### src/rtl/undolog_copy_engine.sv
// AXI4 burst copy master: reads NUM_BURSTS bursts from SRC_ADDR into a one-burst
// buffer and writes each back out to DST_ADDR, reporting TXN_DONE / sticky ERROR.
module undolog_copy_engine #(
    parameter int ADDR_W    = 32,
    parameter int DATA_W    = 32,
    parameter int BURST_LEN = 8,
    parameter int NBURST_W  = 16
) (
    input  logic                ACLK,
    input  logic                ARESET,
    input  logic                INIT_AXI_TXN,
    input  logic [ADDR_W-1:0]   SRC_ADDR,
    input  logic [ADDR_W-1:0]   DST_ADDR,
    input  logic [NBURST_W-1:0] NUM_BURSTS,
    output logic                TXN_DONE,
    output logic                ERROR,
    output logic                BUSY,
    // read address
    output logic [ADDR_W-1:0]   M_AXI_ARADDR,
    output logic [7:0]          M_AXI_ARLEN,
    output logic [2:0]          M_AXI_ARSIZE,
    output logic [1:0]          M_AXI_ARBURST,
    output logic [0:0]          M_AXI_ARID,
    output logic [3:0]          M_AXI_ARCACHE,
    output logic [2:0]          M_AXI_ARPROT,
    output logic                M_AXI_ARLOCK,
    output logic [3:0]          M_AXI_ARQOS,
    output logic                M_AXI_ARVALID,
    input  logic                M_AXI_ARREADY,
    // read data
    input  logic [DATA_W-1:0]   M_AXI_RDATA,
    input  logic [1:0]          M_AXI_RRESP,
    input  logic                M_AXI_RLAST,
    input  logic                M_AXI_RVALID,
    output logic                M_AXI_RREADY,
    // write address
    output logic [ADDR_W-1:0]   M_AXI_AWADDR,
    output logic [7:0]          M_AXI_AWLEN,
    output logic [2:0]          M_AXI_AWSIZE,
    output logic [1:0]          M_AXI_AWBURST,
    output logic [0:0]          M_AXI_AWID,
    output logic [3:0]          M_AXI_AWCACHE,
    output logic [2:0]          M_AXI_AWPROT,
    output logic                M_AXI_AWLOCK,
    output logic [3:0]          M_AXI_AWQOS,
    output logic                M_AXI_AWVALID,
    input  logic                M_AXI_AWREADY,
    // write data
    output logic [DATA_W-1:0]   M_AXI_WDATA,
    output logic [DATA_W/8-1:0] M_AXI_WSTRB,
    output logic                M_AXI_WLAST,
    output logic                M_AXI_WVALID,
    input  logic                M_AXI_WREADY,
    // write response
    input  logic [1:0]          M_AXI_BRESP,
    input  logic                M_AXI_BVALID,
    output logic                M_AXI_BREADY
);

    localparam int BYTES       = DATA_W / 8;
    localparam int BURST_BYTES = BURST_LEN * BYTES;
    localparam int ALIGN_W     = $clog2(BURST_BYTES);
    localparam int BEAT_W      = (BURST_LEN > 1) ? $clog2(BURST_LEN) : 1;
    localparam logic [BEAT_W-1:0] LAST_BEAT = BEAT_W'(BURST_LEN - 1);
    localparam logic [ADDR_W-1:0] ADDR_STEP = ADDR_W'(BURST_BYTES);

    typedef enum logic [2:0] {
        S_IDLE, S_RD_ADDR, S_RD_DATA, S_WR_ADDR, S_WR_DATA, S_WR_RESP, S_DONE
    } state_e;

    state_e                state_q;
    logic                  init_q;
    logic [ADDR_W-1:0]     src_q, dst_q;
    logic [NBURST_W-1:0]   remain_q;
    logic [BEAT_W-1:0]     beat_q;
    logic                  arvalid_q, rready_q, awvalid_q, wvalid_q, wlast_q, bready_q;
    logic [DATA_W-1:0]     wdata_q;
    logic                  done_q, err_q, busy_q;
    logic [DATA_W-1:0]     mem_q [BURST_LEN];

    logic                  start, misaligned, rd_last, r_bad;
    logic [BEAT_W-1:0]     beat_nxt;

    assign start      = INIT_AXI_TXN & ~init_q;
    assign misaligned = (|SRC_ADDR[ALIGN_W-1:0]) | (|DST_ADDR[ALIGN_W-1:0]);
    assign rd_last    = (beat_q == LAST_BEAT);
    // The beat counter, not RLAST, ends the burst; a disagreeing RLAST is an error.
    assign r_bad      = (M_AXI_RRESP != 2'b00) | (M_AXI_RLAST != rd_last);
    assign beat_nxt   = beat_q + 1'b1;

    // Burst buffer has no reset: its contents are only read after being filled.
    always_ff @(posedge ACLK) begin
        if (state_q == S_RD_DATA && rready_q && M_AXI_RVALID)
            mem_q[beat_q] <= M_AXI_RDATA;
    end

    always_ff @(posedge ACLK or posedge ARESET) begin
        if (ARESET) begin
            state_q   <= S_IDLE;
            init_q    <= 1'b0;
            src_q     <= '0;
            dst_q     <= '0;
            remain_q  <= '0;
            beat_q    <= '0;
            arvalid_q <= 1'b0;
            rready_q  <= 1'b0;
            awvalid_q <= 1'b0;
            wvalid_q  <= 1'b0;
            wlast_q   <= 1'b0;
            bready_q  <= 1'b0;
            wdata_q   <= '0;
            done_q    <= 1'b0;
            err_q     <= 1'b0;
            busy_q    <= 1'b0;
        end else begin
            init_q <= INIT_AXI_TXN;
            case (state_q)
                S_IDLE, S_DONE: begin
                    if (start) begin
                        done_q   <= 1'b0;
                        err_q    <= 1'b0;
                        src_q    <= SRC_ADDR;
                        dst_q    <= DST_ADDR;
                        remain_q <= NUM_BURSTS;
                        beat_q   <= '0;
                        if (NUM_BURSTS == '0) begin
                            state_q <= S_DONE;
                            done_q  <= 1'b1;
                        end else if (misaligned) begin
                            state_q <= S_DONE;
                            done_q  <= 1'b1;
                            err_q   <= 1'b1;
                        end else begin
                            state_q   <= S_RD_ADDR;
                            arvalid_q <= 1'b1;
                            busy_q    <= 1'b1;
                        end
                    end
                end
                S_RD_ADDR: begin
                    if (M_AXI_ARREADY) begin
                        arvalid_q <= 1'b0;
                        rready_q  <= 1'b1;
                        state_q   <= S_RD_DATA;
                    end
                end
                S_RD_DATA: begin
                    if (M_AXI_RVALID) begin
                        if (r_bad)
                            err_q <= 1'b1;
                        if (rd_last) begin
                            beat_q   <= '0;
                            rready_q <= 1'b0;
                            // A bad read burst is drained fully but never written out.
                            if (err_q | r_bad) begin
                                state_q <= S_DONE;
                                done_q  <= 1'b1;
                                busy_q  <= 1'b0;
                            end else begin
                                state_q   <= S_WR_ADDR;
                                awvalid_q <= 1'b1;
                            end
                        end else begin
                            beat_q <= beat_nxt;
                        end
                    end
                end
                S_WR_ADDR: begin
                    if (M_AXI_AWREADY) begin
                        awvalid_q <= 1'b0;
                        wvalid_q  <= 1'b1;
                        wdata_q   <= mem_q[0];
                        wlast_q   <= (BURST_LEN == 1);
                        beat_q    <= '0;
                        state_q   <= S_WR_DATA;
                    end
                end
                S_WR_DATA: begin
                    if (M_AXI_WREADY) begin
                        if (wlast_q) begin
                            wvalid_q <= 1'b0;
                            wlast_q  <= 1'b0;
                            bready_q <= 1'b1;
                            beat_q   <= '0;
                            state_q  <= S_WR_RESP;
                        end else begin
                            beat_q  <= beat_nxt;
                            wdata_q <= mem_q[beat_nxt];
                            wlast_q <= (beat_nxt == LAST_BEAT);
                        end
                    end
                end
                S_WR_RESP: begin
                    if (M_AXI_BVALID) begin
                        bready_q <= 1'b0;
                        src_q    <= src_q + ADDR_STEP;
                        dst_q    <= dst_q + ADDR_STEP;
                        remain_q <= remain_q - 1'b1;
                        if (M_AXI_BRESP != 2'b00 || remain_q == NBURST_W'(1)) begin
                            if (M_AXI_BRESP != 2'b00)
                                err_q <= 1'b1;
                            state_q <= S_DONE;
                            done_q  <= 1'b1;
                            busy_q  <= 1'b0;
                        end else begin
                            state_q   <= S_RD_ADDR;
                            arvalid_q <= 1'b1;
                        end
                    end
                end
                default: state_q <= S_IDLE;
            endcase
        end
    end

    assign TXN_DONE      = done_q;
    assign ERROR         = err_q;
    assign BUSY          = busy_q;

    assign M_AXI_ARADDR  = src_q;
    assign M_AXI_ARLEN   = 8'(BURST_LEN - 1);
    assign M_AXI_ARSIZE  = 3'($clog2(BYTES));
    assign M_AXI_ARBURST = 2'b01;
    assign M_AXI_ARID    = '0;
    assign M_AXI_ARCACHE = '0;
    assign M_AXI_ARPROT  = '0;
    assign M_AXI_ARLOCK  = 1'b0;
    assign M_AXI_ARQOS   = '0;
    assign M_AXI_ARVALID = arvalid_q;
    assign M_AXI_RREADY  = rready_q;

    assign M_AXI_AWADDR  = dst_q;
    assign M_AXI_AWLEN   = 8'(BURST_LEN - 1);
    assign M_AXI_AWSIZE  = 3'($clog2(BYTES));
    assign M_AXI_AWBURST = 2'b01;
    assign M_AXI_AWID    = '0;
    assign M_AXI_AWCACHE = '0;
    assign M_AXI_AWPROT  = '0;
    assign M_AXI_AWLOCK  = 1'b0;
    assign M_AXI_AWQOS   = '0;
    assign M_AXI_AWVALID = awvalid_q;

    assign M_AXI_WDATA   = wdata_q;
    assign M_AXI_WSTRB   = '1;
    assign M_AXI_WLAST   = wlast_q;
    assign M_AXI_WVALID  = wvalid_q;
    assign M_AXI_BREADY  = bready_q;

endmodule
### config.mk
export PLATFORM = sky130hd
export DESIGN_NAME = undolog_copy_engine
export DESIGN_NICKNAME = d
export VERILOG_FILES = /design/src/rtl/undolog_copy_engine.sv
export SDC_FILE = /design/constraint.sdc
export NUM_CORES = 1
export LEC_CHECK = 0
export BUFFER_PORTS_ARGS = -buffer_cell sky130_fd_sc_hd__buf_2
export CORE_MARGIN = 5
export CORE_UTILIZATION = 55
export DETAILED_ROUTE_END_ITERATION = 10
export PLACE_DENSITY = 0.89
export SLEW_MARGIN = 20
export SYNTH_ARGS = -nofsm -noshare
export SYNTH_HDL_FRONTEND = slang
export SYNTH_SLANG_ARGS = --single-unit
export TNS_END_PERCENT = 5
### constraint.sdc
create_clock -name ACLK -period 10.5 [get_ports ACLK]
set_clock_uncertainty 0.05 [all_clocks]
set_input_delay 1.05 -clock ACLK [delete_from_list [all_inputs] [get_ports ACLK]]
set_output_delay 1.05 -clock ACLK [all_outputs]
set_load 0.05 [all_outputs]
Word-level counts from Yosys, hierarchy flattened

Memory sizes are Yosys's and may differ from the RTL's.
Cells that the tools add are included.

Flip-flop bits (word level): 128
Bits in latches: 0
RAM bits: 256
ROM bits: 0
Input bits: 125
Output and inout bits: 161
Word-level logic and storage cells: 169
Memories kept: 1

$add $sub $neg: 4
$mul: 0
Divide/modulo/power cells: 0
Magnitude comparators: 0
Eq/ne operators: 27
Shift operators: 0
Muxes and demuxes: 85
Bitwise gates (word level): 5
Reduce and logical (&&, ||, !) cells: 31

Memories:

| name  | words | width | read ports | clocked after Yosys merged registers in | wr ports | RTL line | text |
|---|---|---|---|---|---|---|---|
| mem_q | 8     | 32    | 2          | 0                                       | 1        | 79       | `logic [DATA_W-1:0] mem_q [BURST_LEN];` |

Operators by type and width:

| kind                  | number |
|---|---|
| $mux 32               | 7 |
| $pmux 32 s2           | 3 |
| $add 32x6->32 const B | 2 |
| $mux 3                | 18 |
| $mux 1                | 43 |
| $mux 16               | 2 |
| $ne 2x2->1 const B    | 16 |
| $pmux 16 s2           | 1 |
| $reduce_and 7->1      | 3 |
| $pmux 3 s6            | 1 |
| $eq 16x1->1 const B   | 1 |
| $logic_not 16->1      | 1 |
| $reduce_and 4->1      | 4 |
| $sub 16x1->16 const B | 1 |
| $eq 3x3->1 const B    | 5 |
| $reduce_bool 2->1     | 7 |
| $pmux 1 s3            | 4 |
| $pmux 3 s4            | 1 |
| $pmux 1 s2            | 5 |
| $reduce_and 5->1      | 2 |
| $reduce_or 5->1       | 2 |
| $reduce_and 9->1      | 1 |
| $reduce_and 8->1      | 1 |
| $eq 3x2->1 const B    | 2 |
| other kinds (14)      | 19 |

Longest topological paths before layout

Word-level depth: 8
Gate-level depth with buffers: 11
Depth with buffers taken out: 7

Worst setup path after synthesis

No wires, ideal clock.

Kind: flip-flop to flip-flop
From: reg state_q[0]
To: mem mem_q[1][0], enable pin
Arrival: 3.518 ns
Data required time: 9.989 ns
Setup slack: 6.471 ns
Cell stages (with the launch flop): 6
Buffers on the path: 1
Cells stage by stage: dfrtp_1 -> buf_4 -> nand2b_1 -> nor2_1 -> nand4_1 -> nor3_1

Longest elaborated chain between the ends: 5

RTL lines:

| item                           | RTL line | text |
|---|---|---|
| start: declaration             | 71       | `state_e state_q;` |
| start signal: assignment       | 99       | `state_q <= S_IDLE;` |
| start signal: assignment       | 127      | `state_q <= S_DONE;` |
| start signal: assignment       | 130      | `state_q <= S_DONE;` |
| $eq 3x2->1                     | 93       | `if (state_q == S_RD_DATA && rready_q && M_AXI_RVALID)` |
| $logic_and 1x1->1 (2 in a row) | 93       |  |
| $mux 1                         | 93       |  |
| $mux 1 (not written as such)   | 94       | `mem_q[beat_q] <= M_AXI_RDATA;` |
| end: declaration               | 79       |  |

Every way passes these cells.

Worst setup path after layout

From: reg beat_q[0]
To: mem mem_q[7][28], enable pin

RTL lines:

| item                     | RTL line | text |
|---|---|---|
| start: declaration       | 75       | `logic [BEAT_W-1:0] beat_q;` |
| start signal: assignment | 164      | `beat_q <= beat_nxt;` |
| start signal: assignment | 187      | `beat_q <= beat_nxt;` |

Straight into the memory's write port.

==> impl_results.md <==
- Hold Vio Cnt, Final: 0
- IO buf count: 229
- Vias in the first global route: 12.1k
- Post-synth cell types: 83
- Startpoint class of the critical path: flop
- CP bufs+invs: 1
- Internal Power: 3.41 mW
- Floorplan row count: 65
- Die width: 188 um
- Final setup fails: 0
- Io pins: 286
- Drt pass-1 iters: 5
- Area grow syn2layout: 15.1%
- Final ANT Viol Nets: 0
- Setup TNS: 0 ns
- Multi-input logic area: 6030 sq um
- Register area: 10,900 sq um
- Share of cells above drive strength 1: 26.9%
- Ys flop type: edfxtp_1
- Worst VDD drop: 0.239 mV
- Routed wire per std cell: 23.0 um
- Fin Hold WS: 0.422 ns
- Crit Path Class: flop to flop
- Hold/Removal Path Class: flop to flop
- Combinational share of power: 39.7%
- Initial DRC Count: 1,225
- Min-delay src: M_AXI_WDATA[24]
- Hold_buf cts: 0
- Top-count cell post-synth: edfxtp_1
- Synth async-reset ratio: 33.3%
- Cts repair resizes: 0
- Post-synth EDFFs: 256
- DRT Wirelength: 44.9 mm
- Post-Synthesis Cells: 1,312
- Clock Tree Buf Depth: 3
- Crit path largest cell delay: 1.03 ns
- Clock power share: 23.7%
- Switch share: 42.6%
- Crit path launch: beat_q[0]
- Post-CTS Setup Repair Bufs: 0
- Period Utilization, post-route: 34.8%
- Initial antenna violation count: 5
- Die height: 188 um
- Worst slew pin tran: 1.12 ns
- Synth Cell Area: 17,400 sq um
- PwrDens: 295 nW/um^2
- Crit end category: flop
- Maximum fanout along the worst path: 47
- Area after DPL: 18,700 sq um
- Largest net degree at the start of global routing: 120
- DRC: 0
- Full die area: 35,400 sq um
- Clock root buffer: clkbuf_16
- Total core area: 31,500 sq um
- Psw: 2.53 mW
- Mapped Avg Cell Area: 13.3 sq um
- CP max-delay cell: nor2_4
- Yosys warnings: 0
- Top post-synthesis cells by count: 256 x edfxtp_1, 128 x dfrtp_1, 118 x a21oi_1
- Fin area: 20,100 sq um
- Detail-routed via count per cell: 6.23
- Unrepaired setup endpoints after global routing: no
- Slew HR: 25.6%
- DP Wirelength: 27.9 mm
- Worst skew pair latency: 0.54 ns
- Fraction of the yosys area taken by sequential cells: 62.4%
- Critical Path RT: 10.60 ns
- Congestion Overflow GR: 0
- Top Family by Delay on Critical Path: simple AND/OR/NAND/NOR gates
- Fillers: 2,229
- CP cell instances: buf_4, nand4_1, nor2_4
- Vias post-DR: 12.1k
- Peak Freq: 0.274 GHz
- Top cell type's share of synthesized area: 44.1%
- RR Startpoint: beat_q[0]
- Final Slew Violations: 0
- Number of H-tree levels: 2
- Leakage power: 7.50 nW
- Final min period: 3.65 ns
- GRT Overall Usage: 24.7%
- Outcome: finished clean
- Synth area leaders: edfxtp_1 44%, dfrtp_1 18%, mux4_2 8.3%, a21oi_1 3.4%, buf_4 2.6%
- First-pass GRT wire length: 68.9 mm
- Placer Congestion: 0.863
- Initial Utilization: 55.4%
- CTS Buf Count: 40
- Crit path DAT: 3.75 ns
- Max-cap violations: 0
- Synthesis-stage register bit count: 384
- Yosys top cell by area: edfxtp_1
- Worst-path clk slew: 0.06 ns
- Total Nets Final: 1,647
- Sequential Power Share: 36.6%
- CTS Sinks: 384
- CTS tree: done
## logic make-up (layout without fill, tap and decap cells)
kind of cell	count (synthesis)	after routing	share of synthesized area, %
XOR/XNOR	3	3	0.151
adder cells (fa/ha/maj)	7	7	0.502
AND/OR/NAND/NOR	334	334	9.83
multiplexers	113	113	11.2
buffers and inverters	151	331	4.71
other	2	57	0.0430
AO/OA/AOI/OAI	318	318	11.2
flip-flops	384	384	62.4
## metal layers
| metal | part of all wire (%) | up-vias | track usage (%) |
|---|---|---|---|
| met3 | 8.4 | 107 | 4.56 |
| met2 | 52 | 680 | 44.3 |
| met1 | 36 | 5998 | 29.7 |
| met4 | 3.6 | 8 | 9.66 |
| li1 | - | 5343 | - |
| met5 | 0.11 | - | 0 |
## layout make-up
cell class	count	share of cell area, %
multi-input combinational	831	30.0
clock inverter	23	1.17
sequential	384	54.2
inverter	16	0.324
clock buffer	50	5.22
antenna	1	0.0125
timing repair buffer	242	6.51
tap	402	2.50
## stage by stage
step | instances | setup slack (ns) | power [mW] | util, %
2_1_floorplan | 1366 | 5.99 | 3.97 | -
4_1_cts | 1944 | 6.72 | 5.94 | 63.5
3_3_place_gp | 1871 | 6.92 | 4.43 | 59.4
6_report | 1949 | 6.85 | 5.94 | 63.8
3_5_place_dp | 1871 | 6.75 | 4.53 | 59.4
5_1_grt | 1949 | 6.53 | 6.23 | 63.8
## placed cells by master (no fill, tap or decap), types with 5 or more instances in the layout
cell | synthesis | final
nor4_1 | 8 | 8
a2bb2oi_1 | 8 | 8
nor3_1 | 18 | 16
o31ai_1 | 6 | 6
o21ai_0 | 82 | 82
nand4_1 | 19 | 19
nor2_1 | 90 | 84
or3_1 | 6 | 6
mux2_2 | 14 | 14
and2_1 | 5 | 5
ha_1 | 7 | 5
buf_2 | 23 | 229
edfxtp_1 | 256 | 256
clkbuf_1 | 38 | 9
inv_1 | 15 | 14
nand2_1 | 99 | 99
conb_1 | 2 | 56
clkinv_2 | 0 | 10
nor3_2 | 3 | 5
clkbuf_16 | 0 | 40
nor2_4 | 0 | 6
and3_1 | 10 | 10
a211oi_1 | 5 | 5
mux4_2 | 64 | 64
nor3b_1 | 6 | 6
a31oi_1 | 11 | 11
and4_1 | 7 | 7
a21o_1 | 7 | 7
a21oi_1 | 118 | 118
nand3_1 | 31 | 30
o22a_1 | 5 | 5
nand2b_1 | 5 | 5
clkinv_1 | 1 | 5
mux2i_1 | 35 | 35
buf_4 | 60 | 9
o22ai_1 | 26 | 26
o2bb2a_1 | 7 | 7
dfrtp_1 | 128 | 127
## flip-flops by register name (all words and copies together), names as in the netlist, 3 cells and up
name          flops
mem_q           256
M_AXI_ARADDR     32
M_AXI_AWADDR     32
M_AXI_WDATA      32
remain_q         16
beat_q            3
state_q           3
## worst register-to-register path: cells and delay by family, from the launching register on
family / cells / cell delay, ns
flops: 1 / 0.71
buf+inv: 1 / 0.79
simple gates: 2 / 1.69
## power by group through the flow
stage	Sequential, mW	Clock (mW)	Combinational (mW)
global route	2.21	1.49	2.52
detailed placement	2.19	0	2.34
CTS	2.16	1.42	2.36
finish	2.17	1.40	2.36
global placement	2.16	0	2.27
floorplan	2.74	0	1.23
## final timing paths
check                                   to  slack [ns]  cells past startpoint
max                           mem_q[7][28]        6.85                      3
min                        M_AXI_WDATA[24]        0.42                      2
max reg2reg                   mem_q[7][28]        6.85                      3
min reg2reg                M_AXI_WDATA[24]        0.42                      2
max in group asynchronous        beat_q[0]        8.40                      3
min in group asynchronous  M_AXI_WDATA[26]        0.59                      2
No activity file was read; power rests on OpenSTA's default activity.
